<file path="config.mk">
export PLATFORM = sky130hd
export DESIGN_NAME = csr_regfile_flat
export DESIGN_NICKNAME = d
export VERILOG_FILES = /design/src/rtl/csr_regfile_if.sv /design/src/rtl/csr_regfile.sv /design/src/flat_wrapper.sv
export SDC_FILE = /design/constraint.sdc
export NUM_CORES = 1
export LEC_CHECK = 0
export ABC_AREA = 1
export BUFFER_PORTS_ARGS = -buffer_cell sky130_fd_sc_hd__buf_2
export CELL_PAD_IN_SITES_DETAIL_PLACEMENT = 1
export CELL_PAD_IN_SITES_GLOBAL_PLACEMENT = 1
export CORE_ASPECT_RATIO = 1.4
export CORE_MARGIN = 2
export CORE_UTILIZATION = 42
export DETAILED_ROUTE_END_ITERATION = 10
export PLACE_DENSITY_LB_ADDON = 0.05
export SYNTH_ARGS = -nofsm -noshare
export SYNTH_HDL_FRONTEND = slang
export SYNTH_SLANG_ARGS = --single-unit
</file>
<file path="constraint.sdc">
create_clock -name clk -period 3.7 [get_ports clk]
set_clock_uncertainty 0.05 [all_clocks]
set_input_delay 0.555 -clock clk [delete_from_list [all_inputs] [get_ports clk]]
set_output_delay 0.555 -clock clk [all_outputs]
set_load 0.05 [all_outputs]
</file>
<file path="src/rtl/csr_regfile_if.sv">
// -----------------------------------------------------------------------------
// csr_regfile_if
//   CSR access port between the ex stage (master) and the CSR file (slave).
//   csr_req_i    : access valid this cycle
//   csr_we_i     : write intended
//   csr_op_i     : 01=RW, 10=RS, 11=RC, 00=no access
//   csr_addr_i   : 12-bit CSR address
//   csr_wdata_i  : rs1 / zimm operand
//   csr_rdata_o  : pre-write CSR value (combinational)
//   csr_illegal_o: illegal access (combinational)
// -----------------------------------------------------------------------------
interface csr_regfile_if #(
   parameter int XLEN = 32
);
   logic            csr_req_i;
   logic            csr_we_i;
   logic [1:0]      csr_op_i;
   logic [11:0]     csr_addr_i;
   logic [XLEN-1:0] csr_wdata_i;
   logic [XLEN-1:0] csr_rdata_o;
   logic            csr_illegal_o;

   modport master (
      output csr_req_i, csr_we_i, csr_op_i, csr_addr_i, csr_wdata_i,
      input  csr_rdata_o, csr_illegal_o
   );

   modport slave (
      input  csr_req_i, csr_we_i, csr_op_i, csr_addr_i, csr_wdata_i,
      output csr_rdata_o, csr_illegal_o
   );
endinterface

</file>
<file path="src/rtl/csr_regfile.sv">
// -----------------------------------------------------------------------------
// csr_regfile
//   Machine-mode CSR file: ex read-modify-write port, trap entry / mret
//   updates, interrupt pending, vectored trap target, cycle/instret counters.
// Ports:
//   clk, rst_n          : clock, asynchronous active-low reset
//   csr                 : CSR access port (slave side)
//   trap_i/trap_cause_i/trap_pc_i : trap entry strobe, mcause value, PC
//   mret_i              : mret retire strobe
//   instret_i           : one instruction retired
//   irq_ext_i/irq_timer_i/irq_sw_i : interrupt levels
//   mtvec_o, mepc_o     : current mtvec / mepc
//   trap_target_o       : trap vector for trap_cause_i
//   global_int_en_o     : mstatus.MIE
//   int_pending_o       : MIE & |(mie & mip)
// -----------------------------------------------------------------------------
module csr_regfile #(
   parameter int              XLEN           = 32,
   parameter int              CNT_WIDTH      = 64,
   parameter bit              MTVEC_VECTORED = 1'b1,
   parameter logic [XLEN-1:0] RESET_MTVEC    = '0
) (
   input  logic            clk,
   input  logic            rst_n,
   csr_regfile_if.slave    csr,
   input  logic            trap_i,
   input  logic [XLEN-1:0] trap_cause_i,
   input  logic [XLEN-1:0] trap_pc_i,
   input  logic            mret_i,
   input  logic            instret_i,
   input  logic            irq_ext_i,
   input  logic            irq_timer_i,
   input  logic            irq_sw_i,
   output logic [XLEN-1:0] mtvec_o,
   output logic [XLEN-1:0] mepc_o,
   output logic [XLEN-1:0] trap_target_o,
   output logic            global_int_en_o,
   output logic            int_pending_o
);

   localparam logic [XLEN-1:0] MIE_MASK   = XLEN'(12'h888);
   localparam logic [XLEN-1:0] CINH_MASK  = XLEN'(3'b101);
   localparam logic [XLEN-1:0] MTVEC_MASK = {{(XLEN-2){1'b1}}, 1'b0, MTVEC_VECTORED};
   localparam logic [XLEN-1:0] MEPC_MASK  = {{(XLEN-2){1'b1}}, 2'b00};

   logic                 r_mstatus_mie;
   logic                 r_mstatus_mpie;
   logic [XLEN-1:0]      r_mie;
   logic [XLEN-1:0]      r_mtvec;
   logic [XLEN-1:0]      r_mcountinhibit;
   logic [XLEN-1:0]      r_mscratch;
   logic [XLEN-1:0]      r_mepc;
   logic [XLEN-1:0]      r_mcause;
   logic [XLEN-1:0]      r_mip;
   logic [CNT_WIDTH-1:0] r_mcycle;
   logic [CNT_WIDTH-1:0] r_minstret;

   logic [XLEN-1:0]      w_mstatus;
   logic [2*XLEN-1:0]    w_cyc_x;
   logic [2*XLEN-1:0]    w_ins_x;
   logic [XLEN-1:0]      w_old;
   logic [XLEN-1:0]      w_new;
   logic                 w_mapped;
   logic                 w_illegal;
   logic                 w_wr;
   logic [XLEN-1:0]      w_base;

   // MPP is hardwired to machine mode (bits 12:11)
   assign w_mstatus = XLEN'({2'b11, 3'b000, r_mstatus_mpie, 3'b000, r_mstatus_mie, 3'b000});

   // Zero-extend counters to 2*XLEN so the high half reads 0 above CNT_WIDTH
   assign w_cyc_x = (2*XLEN)'(r_mcycle);
   assign w_ins_x = (2*XLEN)'(r_minstret);

   always_comb begin
      w_mapped = 1'b1;
      w_old    = '0;
      case (csr.csr_addr_i)
         12'h300: w_old = w_mstatus;
         12'h304: w_old = r_mie;
         12'h305: w_old = r_mtvec;
         12'h320: w_old = r_mcountinhibit;
         12'h340: w_old = r_mscratch;
         12'h341: w_old = r_mepc;
         12'h342: w_old = r_mcause;
         12'h344: w_old = r_mip;
         12'hB00, 12'hC00: w_old = w_cyc_x[XLEN-1:0];
         12'hB80, 12'hC80: w_old = w_cyc_x[2*XLEN-1:XLEN];
         12'hB02, 12'hC02: w_old = w_ins_x[XLEN-1:0];
         12'hB82, 12'hC82: w_old = w_ins_x[2*XLEN-1:XLEN];
         default: w_mapped = 1'b0;
      endcase
   end

   assign w_illegal = csr.csr_req_i &
                      (~w_mapped | (csr.csr_we_i & (csr.csr_addr_i[11:10] == 2'b11)));
   assign csr.csr_illegal_o = w_illegal;
   assign csr.csr_rdata_o   = w_old;

   always_comb begin
      case (csr.csr_op_i)
         2'b10:   w_new = w_old | csr.csr_wdata_i;
         2'b11:   w_new = w_old & ~csr.csr_wdata_i;
         default: w_new = csr.csr_wdata_i;
      endcase
   end

   // A trap or mret squashes the ex instruction entirely
   assign w_wr = csr.csr_req_i & csr.csr_we_i & (csr.csr_op_i != 2'b00) &
                 ~w_illegal & ~trap_i & ~mret_i;

   logic w_we_mstatus, w_we_mie, w_we_mtvec, w_we_cinh, w_we_mscratch;
   logic w_we_mepc, w_we_mcause, w_we_cyc_lo, w_we_cyc_hi, w_we_ins_lo, w_we_ins_hi;

   assign w_we_mstatus  = w_wr & (csr.csr_addr_i == 12'h300);
   assign w_we_mie      = w_wr & (csr.csr_addr_i == 12'h304);
   assign w_we_mtvec    = w_wr & (csr.csr_addr_i == 12'h305);
   assign w_we_cinh     = w_wr & (csr.csr_addr_i == 12'h320);
   assign w_we_mscratch = w_wr & (csr.csr_addr_i == 12'h340);
   assign w_we_mepc     = w_wr & (csr.csr_addr_i == 12'h341);
   assign w_we_mcause   = w_wr & (csr.csr_addr_i == 12'h342);
   assign w_we_cyc_lo   = w_wr & (csr.csr_addr_i == 12'hB00);
   assign w_we_cyc_hi   = w_wr & (csr.csr_addr_i == 12'hB80);
   assign w_we_ins_lo   = w_wr & (csr.csr_addr_i == 12'hB02);
   assign w_we_ins_hi   = w_wr & (csr.csr_addr_i == 12'hB82);

   // mstatus / mepc / mcause: trap > mret > ex write
   always_ff @(posedge clk or negedge rst_n) begin
      if (!rst_n) begin
         r_mstatus_mie  <= 1'b0;
         r_mstatus_mpie <= 1'b0;
         r_mepc         <= '0;
         r_mcause       <= '0;
      end else if (trap_i) begin
         r_mstatus_mpie <= r_mstatus_mie;
         r_mstatus_mie  <= 1'b0;
         r_mepc         <= trap_pc_i & MEPC_MASK;
         r_mcause       <= trap_cause_i;
      end else if (mret_i) begin
         r_mstatus_mie  <= r_mstatus_mpie;
         r_mstatus_mpie <= 1'b1;
      end else begin
         if (w_we_mstatus) begin
            r_mstatus_mie  <= w_new[3];
            r_mstatus_mpie <= w_new[7];
         end
         if (w_we_mepc)   r_mepc   <= w_new & MEPC_MASK;
         if (w_we_mcause) r_mcause <= w_new;
      end
   end

   always_ff @(posedge clk or negedge rst_n) begin
      if (!rst_n) begin
         r_mie           <= '0;
         r_mtvec         <= RESET_MTVEC;
         r_mcountinhibit <= '0;
         r_mscratch      <= '0;
         r_mip           <= '0;
      end else begin
         if (w_we_mie)      r_mie           <= w_new & MIE_MASK;
         if (w_we_mtvec)    r_mtvec         <= w_new & MTVEC_MASK;
         if (w_we_cinh)     r_mcountinhibit <= w_new & CINH_MASK;
         if (w_we_mscratch) r_mscratch      <= w_new;
         // mip mirrors the interrupt lines; software writes are ignored
         r_mip <= XLEN'({irq_ext_i, 3'b000, irq_timer_i, 3'b000, irq_sw_i, 3'b000});
      end
   end

   // A written counter holds the written value for one cycle
   always_ff @(posedge clk or negedge rst_n) begin
      if (!rst_n)
         r_mcycle <= '0;
      else if (w_we_cyc_lo)
         r_mcycle[XLEN-1:0] <= w_new;
      else if (w_we_cyc_hi)
         r_mcycle[CNT_WIDTH-1:XLEN] <= w_new[CNT_WIDTH-XLEN-1:0];
      else if (!r_mcountinhibit[0])
         r_mcycle <= r_mcycle + CNT_WIDTH'(1);
   end

   always_ff @(posedge clk or negedge rst_n) begin
      if (!rst_n)
         r_minstret <= '0;
      else if (w_we_ins_lo)
         r_minstret[XLEN-1:0] <= w_new;
      else if (w_we_ins_hi)
         r_minstret[CNT_WIDTH-1:XLEN] <= w_new[CNT_WIDTH-XLEN-1:0];
      else if (!r_mcountinhibit[2] && instret_i)
         r_minstret <= r_minstret + CNT_WIDTH'(1);
   end

   // Vectored interrupts land at base + 4*cause; exceptions always use base
   assign w_base        = {r_mtvec[XLEN-1:2], 2'b00};
   assign trap_target_o = (r_mtvec[0] && trap_cause_i[XLEN-1])
                        ? w_base + {trap_cause_i[XLEN-3:0], 2'b00}
                        : w_base;

   assign mtvec_o         = r_mtvec;
   assign mepc_o          = r_mepc;
   assign global_int_en_o = r_mstatus_mie;
   assign int_pending_o   = r_mstatus_mie & |(r_mie & r_mip);

endmodule

</file>
<file path="src/flat_wrapper.sv">
// flat-port wrapper written by rule: the top's interface ports become plain ports
module csr_regfile_flat 
#(
   parameter int              XLEN           = 32,
   parameter int              CNT_WIDTH      = 64,
   parameter bit              MTVEC_VECTORED = 1'b1,
   parameter logic [XLEN-1:0] RESET_MTVEC    = '0
)
  (clk, rst_n, trap_i, trap_cause_i, trap_pc_i, mret_i, instret_i, irq_ext_i, irq_timer_i, irq_sw_i, mtvec_o, mepc_o, trap_target_o, global_int_en_o, int_pending_o, csr_csr_req_i, csr_csr_we_i, csr_csr_op_i, csr_csr_addr_i, csr_csr_wdata_i, csr_csr_rdata_o, csr_csr_illegal_o);
  csr_regfile_if #(.XLEN(XLEN)) csr_i ();
  input  logic clk;
  input  logic rst_n;
  input  logic trap_i;
  input  logic [XLEN-1:0] trap_cause_i;
  input  logic [XLEN-1:0] trap_pc_i;
  input  logic mret_i;
  input  logic instret_i;
  input  logic irq_ext_i;
  input  logic irq_timer_i;
  input  logic irq_sw_i;
  output logic [XLEN-1:0] mtvec_o;
  output logic [XLEN-1:0] mepc_o;
  output logic [XLEN-1:0] trap_target_o;
  output logic global_int_en_o;
  output logic int_pending_o;
  input wire logic [$bits(csr_i.csr_req_i)-1:0] csr_csr_req_i;
  input wire logic [$bits(csr_i.csr_we_i)-1:0] csr_csr_we_i;
  input wire logic [$bits(csr_i.csr_op_i)-1:0] csr_csr_op_i;
  input wire logic [$bits(csr_i.csr_addr_i)-1:0] csr_csr_addr_i;
  input wire logic [$bits(csr_i.csr_wdata_i)-1:0] csr_csr_wdata_i;
  output wire logic [$bits(csr_i.csr_rdata_o)-1:0] csr_csr_rdata_o;
  output wire logic [$bits(csr_i.csr_illegal_o)-1:0] csr_csr_illegal_o;
  assign csr_i.csr_req_i = csr_csr_req_i;
  assign csr_i.csr_we_i = csr_csr_we_i;
  assign csr_i.csr_op_i = csr_csr_op_i;
  assign csr_i.csr_addr_i = csr_csr_addr_i;
  assign csr_i.csr_wdata_i = csr_csr_wdata_i;
  assign csr_csr_rdata_o = csr_i.csr_rdata_o;
  assign csr_csr_illegal_o = csr_i.csr_illegal_o;
  csr_regfile #(.XLEN(XLEN), .CNT_WIDTH(CNT_WIDTH), .MTVEC_VECTORED(MTVEC_VECTORED), .RESET_MTVEC(RESET_MTVEC)) u_core (.clk(clk), .rst_n(rst_n), .csr(csr_i), .trap_i(trap_i), .trap_cause_i(trap_cause_i), .trap_pc_i(trap_pc_i), .mret_i(mret_i), .instret_i(instret_i), .irq_ext_i(irq_ext_i), .irq_timer_i(irq_timer_i), .irq_sw_i(irq_sw_i), .mtvec_o(mtvec_o), .mepc_o(mepc_o), .trap_target_o(trap_target_o), .global_int_en_o(global_int_en_o), .int_pending_o(int_pending_o));
endmodule
</file>
==> results of run 1 <==
==> area by class of cell <==
cell class,instances,area (um^2),share of cell area
antenna,6,15.0,0.000615
clock buffer,44,875,0.0358
clock inverter,12,178,0.00727
inverter,296,1110,0.0455
multi-input combinational,2562,12400,0.507
sequential,263,6590,0.270
tap,630,788,0.0323
timing repair buffer,375,2480,0.102
==> cells in the final DEF, fill, tap and decap left out, types with 10 or more instances in the layout <==
cell type,n
a21oi_1,47
buf_12,14
buf_2,225
buf_4,121
clkbuf_16,31
dfrtp_1,259
ha_1,18
ha_4,12
inv_1,281
inv_2,14
nand2_1,1100
nand2_2,15
nand3_1,335
nand4_1,49
nor2_1,356
nor2_2,13
nor2_4,10
nor3_1,74
o211ai_1,24
o21ai_0,248
o21ai_1,40
o22ai_1,15
or2_2,11
xnor2_1,23
xor2_1,101
==> flip-flops by register name, summed over array words and instances (netlist names) <==
name / count
u_core.r_mscratch: 32
u_core.r_mstatus_mpie: 1
u_core.mepc_o: 30
u_core.global_int_en_o: 1
u_core.mtvec_o: 31
u_core.r_mcause: 32
u_core.r_mcycle: 64
u_core.r_mie: 3
u_core.r_mip: 3
u_core.r_minstret: 64
u_core.r_mcountinhibit: 2
==> power breakdown <==
part	internal, mW	switching, mW
clock	1.92	1.42
sequential	3.00	0.187
combinational	0.309	0.854
total	5.22	2.47
==> logic make-up after synthesis <==
family	after synthesis
DFF	263
other	1
and+or+nand+nor	1995
buffers and inverters	416
AOI/OAI and AO/OA	406
adders and majority gates	32
xor gates and xnor gates	124
==> layer usage <==
layer / wire length [um] / part of all wire
met1: 40900 / 0.33
met2: 57400 / 0.47
met3: 10800 / 0.088
met5: 26 / 0.00021
met4: 13300 / 0.11
==> how the worst min path moves through the flow <==
stage | startpoint | end | slack, ps | depth (start not counted)
2_1_floorplan | rst_n | u_core.global_int_en_o | 210 | 0
3_3_place_gp | u_core.r_mscratch[16] | u_core.r_mscratch[16] | 420 | 2
3_5_place_dp | u_core.r_minstret[58] | u_core.r_minstret[58] | 420 | 2
4_1_cts | trap_pc_i[7] | u_core.mepc_o[7] | 130 | 3
5_1_grt | trap_pc_i[8] | u_core.mepc_o[8] | 160 | 3
6_report | trap_pc_i[26] | u_core.mepc_o[26] | 130 | 3
==> per-stage QoR <==
| step | power (mW) | setup WS [ps] |
|---|---|---|
| after global placement | 4.24 | 3.50 |
| after detailed placement | 4.29 | -17.5 |
| final | 7.69 | -107 |
| after CTS | 7.58 | 0.207 |
| after global routing | 7.85 | -161 |
| after floorplan | 3.75 | 191 |
==> worst max-delay path: cells and delay by family (launching register included) <==
kind / cells / cell delay (ps)
simple gates: 5 / 1170
fa+ha+maj: 1 / 410
flops: 1 / 390
compound gates: 1 / 140
buf+inv: 2 / 400
xor+xnor: 1 / 70
==> repair_timing <==
item | in CTS | in global routing
pin swaps | 8 | 15
endpoints found under the setup margin | 22 | 21
hold buffers | 4 | 0
buffers inserted | 4 | 4
gates resized for setup | 41 | 56
endpoints found under the hold margin | 75 | 0
==> impl_metrics.ini, run 1 <==
[critical_path]
path_class = flop to primary output
cp_data_arrival_time_ps = 3200
critical_path.startpoint = u_core.mtvec_o[13]
reg2reg_to = u_core.r_minstret[36]
path_cells = ha_1, nand2_1, nor2_1, inv_1, nor3_1, nand3_1, nand3_1, xnor2_1, o21ai_0, buf_2
required_ps = 3090
max_stage_delay_ps = 510
reg2reg_setup_slack_ps = 490
slowest_stage = nor3_1
start_kind = flop
ff2ff_path_depth = 11
cp_max_fo = 6
crit_top_cell = nand3_1
end_kind = primary output
worstSetupEndpoint = trap_target_o[22]
worstReg2RegStart = u_core.r_minstret[30]

[yosys]
synth.ff_latch_count = 263
syn_inst = 3237
synth-compound-area-share = 0.107
synth_area_per_cell_um2 = 6.25
yosysMostFrequentCell = nand2_1
synth_area_leaders = dfrtp_1 (33%), nand2_1 (21%), nand3_1 (8.4%)
synthMuxAreaShare = 0
synth_edf_count = 0
synth_top_area_frac = 0.325
syn_area_um2 = 20200
ys_seq_area_frac = 0.325
ys_types = 44
synth_top_family_by_area = simple AND/OR/NAND/NOR gates
yosys.area_share.simple = 0.414
synth_fa_ha_area_frac = 0.0202
synth.largest_area_cell = dfrtp_1
yosysWarnings = 0
synthArstFlopShare = 1.00
ys_top_cells_by_count = nand2_1 (1,108), nor2_1 (359), nand3_1 (341)
synthFlopType = dfrtp_1
synth-xor-area-share = 0.0537

[final_layout]
nFillCells = 6514
instances_no_fill = 4188
area.growth.synth_to_final_pct = 20.7
drive_above_1_share = 0.149
fin_area_um2 = 24400
post-route-util = 0.511
fin_nets = 3680

[grt]
grt_pass1_vias = 26925
use_met3 = 0.0804
grt_remaining_overflow = 0
gr-usage-met1 = 0.513
grt_use_met2 = 0.800
track_usage = 0.473
grt_start_max_net_pins = 83
antenna_found_initial = 7
top_usage_layer = met2
grt_pass1_wl_mm = 174

[clock_tree]
cts_buffer_depth = 3
cts-root-buf = clkbuf_16
tritoncts = built
numCtsBuffers = 30
h-tree-depth = 1
clkTransAtPathRegs_ps = 60
clock_sinks = 263
worstSkewPairLatency_ps = 610

[timing]
slew_viol_final = 0
tns_ps = -227
rsz0062_at_grt = yes
hold_viol = 0
final-setup-viol-count = 5
min_period_ps = 3810
layout_setup_ws_ps = -107
slew_headroom = 0.166
fmax_ghz = 0.263
fin_crit_sh = 1.03
tightest_slew_ps = 1240
holdWs_ps = 133

[run]
drv_cap = 0

[detailed_routing]
drt-pass1-iter-count = 6
drtIter0Drc = 2938
drc_errors = 0
drt_wl_total_mm = 122
final_antenna_net_count = 0
vias = 26010
via_per_inst = 6.21
wire_per_inst_um = 29.2

[floorplan]
coreArea_um2 = 47800
die_height_um = 264
initial_core_util = 0.424
dieArea_um2 = 50000
num_rows = 95
ios = 251
die_w_um = 190

[run_status]
status = finished, violations left
violations = negative setup slack

[pwr]
irDropWorstVdd_v = 0.000353
power.leakage_nw = 11.5
powerDensity_nw_per_um2 = 315

[min_path]
min_path_type = input port to flop

[placement]
detailed_place_hpwl_mm = 95.5
gp_congestion = 1.12
postPlaceCellArea_um2 = 22900
port_buffers = 243
dp_cells = 4114
No activity file was read; power rests on OpenSTA's default activity.
==> run 2: changes to the inputs <==
--- a/config.mk
+++ b/config.mk
@@ -5,13 +5,12 @@
 export SDC_FILE = /design/constraint.sdc
 export NUM_CORES = 1
 export LEC_CHECK = 0
-export ABC_AREA = 1
 export BUFFER_PORTS_ARGS = -buffer_cell sky130_fd_sc_hd__buf_2
 export CELL_PAD_IN_SITES_DETAIL_PLACEMENT = 1
 export CELL_PAD_IN_SITES_GLOBAL_PLACEMENT = 1
 export CORE_ASPECT_RATIO = 1.4
 export CORE_MARGIN = 2
-export CORE_UTILIZATION = 42
+export CORE_UTILIZATION = 44
 export DETAILED_ROUTE_END_ITERATION = 10
 export PLACE_DENSITY_LB_ADDON = 0.05
 export SYNTH_ARGS = -nofsm -noshare
==> impl_metrics.ini, run 2 <==
[placement]
gp_congestion = 0.925
detailed_place_hpwl_mm = 52.7
dp_cells = 2744
dp_slack_ps = -407
port_buffers = 243

[timing]
final-setup-viol-count = 12
min_period_ps = 3980
hold_viol = 18
slew_headroom = 0.426
fin_crit_sh = 1.08
rsz0062_at_grt = yes
layout_setup_ws_ps = -279
fmax_ghz = 0.251
tns_ps = -1830
holdWs_ps = -37.7
slew_viol_final = 0
tightest_slew_ps = 861

[yosys]
synth_area_leaders = dfrtp_1 (38%), nand2_1 (6.5%), o21ai_0 (4.9%)
synth-compound-area-share = 0.250
synth_fa_ha_area_frac = 0.0239
synth_top_area_frac = 0.377
synth.largest_area_cell = dfrtp_1
ys_top_cells_by_count = nand2_1 (300), dfrtp_1 (263), o21ai_0 (172)
yosys.area_share.simple = 0.193
ys_types = 92
synth.ff_latch_count = 263
synth_area_per_cell_um2 = 8.81
synth_edf_count = 0
synth-xor-area-share = 0.0437
ys_seq_area_frac = 0.377
synthArstFlopShare = 1.00
yosysWarnings = 0
syn_area_um2 = 17500
synthFlopType = dfrtp_1
yosysMostFrequentCell = nand2_1
synth_top_family_by_area = compound AO/OA/AOI/OAI gates
syn_inst = 1982
synthMuxAreaShare = 0.0715

[final_layout]
instances_no_fill = 2809
drive_above_1_share = 0.271
diodes = 0
post-route-util = 0.545
mostFrequentLayoutCell = nand2_1
nFillCells = 4637
final_cell_mix = nand2_1 (295), dfrtp_1 (261), buf_2 (223)
largestRegisters = u_core.r_mcycle: 64 flops, u_core.r_minstret: 64 flops
fin_nets = 2411
area.growth.synth_to_final_pct = 22.7

[pwr]
power.leakage_nw = 9.65
irDropWorstVdd_v = 0.000310
p_switching_mw = 2.11
powerDensity_nw_per_um2 = 334
clkPwrFrac = 0.422
combPwrFrac = 0.130
p_seq_frac = 0.448
intPower_mw = 5.03
swShare = 0.296

[detailed_routing]
drt-pass1-iter-count = 7
drtIter0Drc = 1531
final_antenna_net_count = 0
drt_wl_total_mm = 70.7
wire_per_inst_um = 25.2
drc_errors = 0
vias = 17530
via_per_inst = 6.24

[clock_tree]
numCtsBuffers = 29
clkTransAtPathRegs_ps = 60
worstSkewPairLatency_ps = 570
tritoncts = built
postCtsHoldBufs = 0
cts-root-buf = clkbuf_16
cts_buffer_depth = 3
clock_sinks = 263
h-tree-depth = 1

[run_status]
status = finished, violations left
violations = negative hold slack, negative setup slack

[critical_path]
slowest_stage = dfrtp_2
crit_family = compound AO/OA/AOI/OAI gates
cp_data_arrival_time_ps = 3370
worstReg2RegStart = u_core.r_minstret[28]
reg2reg_to = u_core.r_minstret[60]
cp_max_fo = 3
reg2reg_setup_slack_ps = 550
path_class = flop to primary output
end_kind = primary output
path_depth = 13
max_stage_delay_ps = 420
crit_buf_inv = 2
required_ps = 3090
ff2ff_path_depth = 9
start_kind = flop
path_cells = ha_4, inv_2, fa_2, nor2b_2, o31ai_4, a21oi_2, a221oi_2, o21ai_2, a311o_1, a21boi_1, xor2_1, o21ai_4, buf_6

[floorplan]
die_height_um = 240
num_rows = 86
initial_core_util = 0.444
dieArea_um2 = 41300
coreArea_um2 = 39300
die_w_um = 172
ios = 251

[run]
drv_cap = 0

[grt]
track_usage = 0.340
grt_remaining_overflow = 0
grt_start_max_net_pins = 102
grt_pass1_wl_mm = 107
grt_pass1_vias = 17892
antenna_found_initial = 1

[min_path]
min_path_type = input port to asynchronous set/reset pin
## run 2: changes by cell type in the layout (fill, tap and decap cells not counted), moves of 51 or more
cell | before | now
a22oi_1 | 3 | 75
nor3_1 | 74 | 7
nand3_1 | 335 | 70
o21ai_0 | 248 | 154
xor2_1 | 101 | 50
a21oi_1 | 47 | 150
mux2i_1 | 0 | 59
nand2_1 | 1100 | 295
mux2_2 | 0 | 53
nor2_1 | 356 | 76
inv_1 | 281 | 17
## run 2: worst max-delay path by stage
stage                                 start           endpoint  slack, ps
final                     u_core.mtvec_o[2]  trap_target_o[24]       -280
after global routing      u_core.mtvec_o[2]  trap_target_o[24]       -420
after CTS                 u_core.mtvec_o[2]  trap_target_o[24]       -380
after detailed placement    trap_cause_i[0]  trap_target_o[24]       -410
after global placement      trap_cause_i[0]  trap_target_o[24]       -320
after floorplan           u_core.mtvec_o[2]  trap_target_o[30]       -190
## run 2: cell families after synthesis
kind of cell | count (synthesis)
flops | 263
xor+xnor | 87
mux | 117
other cells | 1
buf+inv | 153
compound gates | 663
simple gates | 665
fa+ha+maj | 33
## run 2: per-stage QoR
stage | total power, mW | area [um^2]
6_report | 7.15 | 21400
5_1_grt | 7.39 | 21400
4_1_cts | 7.17 | 21300
3_5_place_dp | 4.16 | 20000
3_3_place_gp | 4.13 | 20000
2_1_floorplan | 3.69 | 17500
## run 2: area by class of cell
type | instances | area [um^2] | area share
Tap cell | 528 | 661 | 0.0309
Clock buffer | 36 | 782 | 0.0365
Multi-Input combinational cell | 1570 | 10500 | 0.492
Inverter | 19 | 71.3 | 0.00333
Sequential cell | 263 | 6580 | 0.308
Timing Repair Buffer | 376 | 2580 | 0.121
Clock inverter | 17 | 188 | 0.00877
## run 2: metal layers
layer  track usage  vias to the layer above  share of wire
met5             0                        -        0.00018
met4         0.112                        2          0.030
met3        0.0446                      106          0.062
met2         0.567                      620           0.49
met1         0.454                     8882           0.42
li1              -                     7920              -
## run 2: power by group through the flow
| stage | combinational, mW | sequential [mW] | clock [mW] |
|---|---|---|---|
| after floorplan | 0.438 | 3.25 | 0 |
| after global placement | 0.891 | 3.24 | 0 |
| after detailed placement | 0.914 | 3.24 | 0 |
| after CTS | 0.926 | 3.19 | 3.05 |
| after global routing | 1.01 | 3.21 | 3.17 |
| final | 0.928 | 3.20 | 3.02 |
## run 2: timing repair
action,in CTS,in global routing
pin swaps,30,30
resized for setup,64,26
setup endpoints to repair,17,19
setup buffers,7,6
gates cloned,0,0
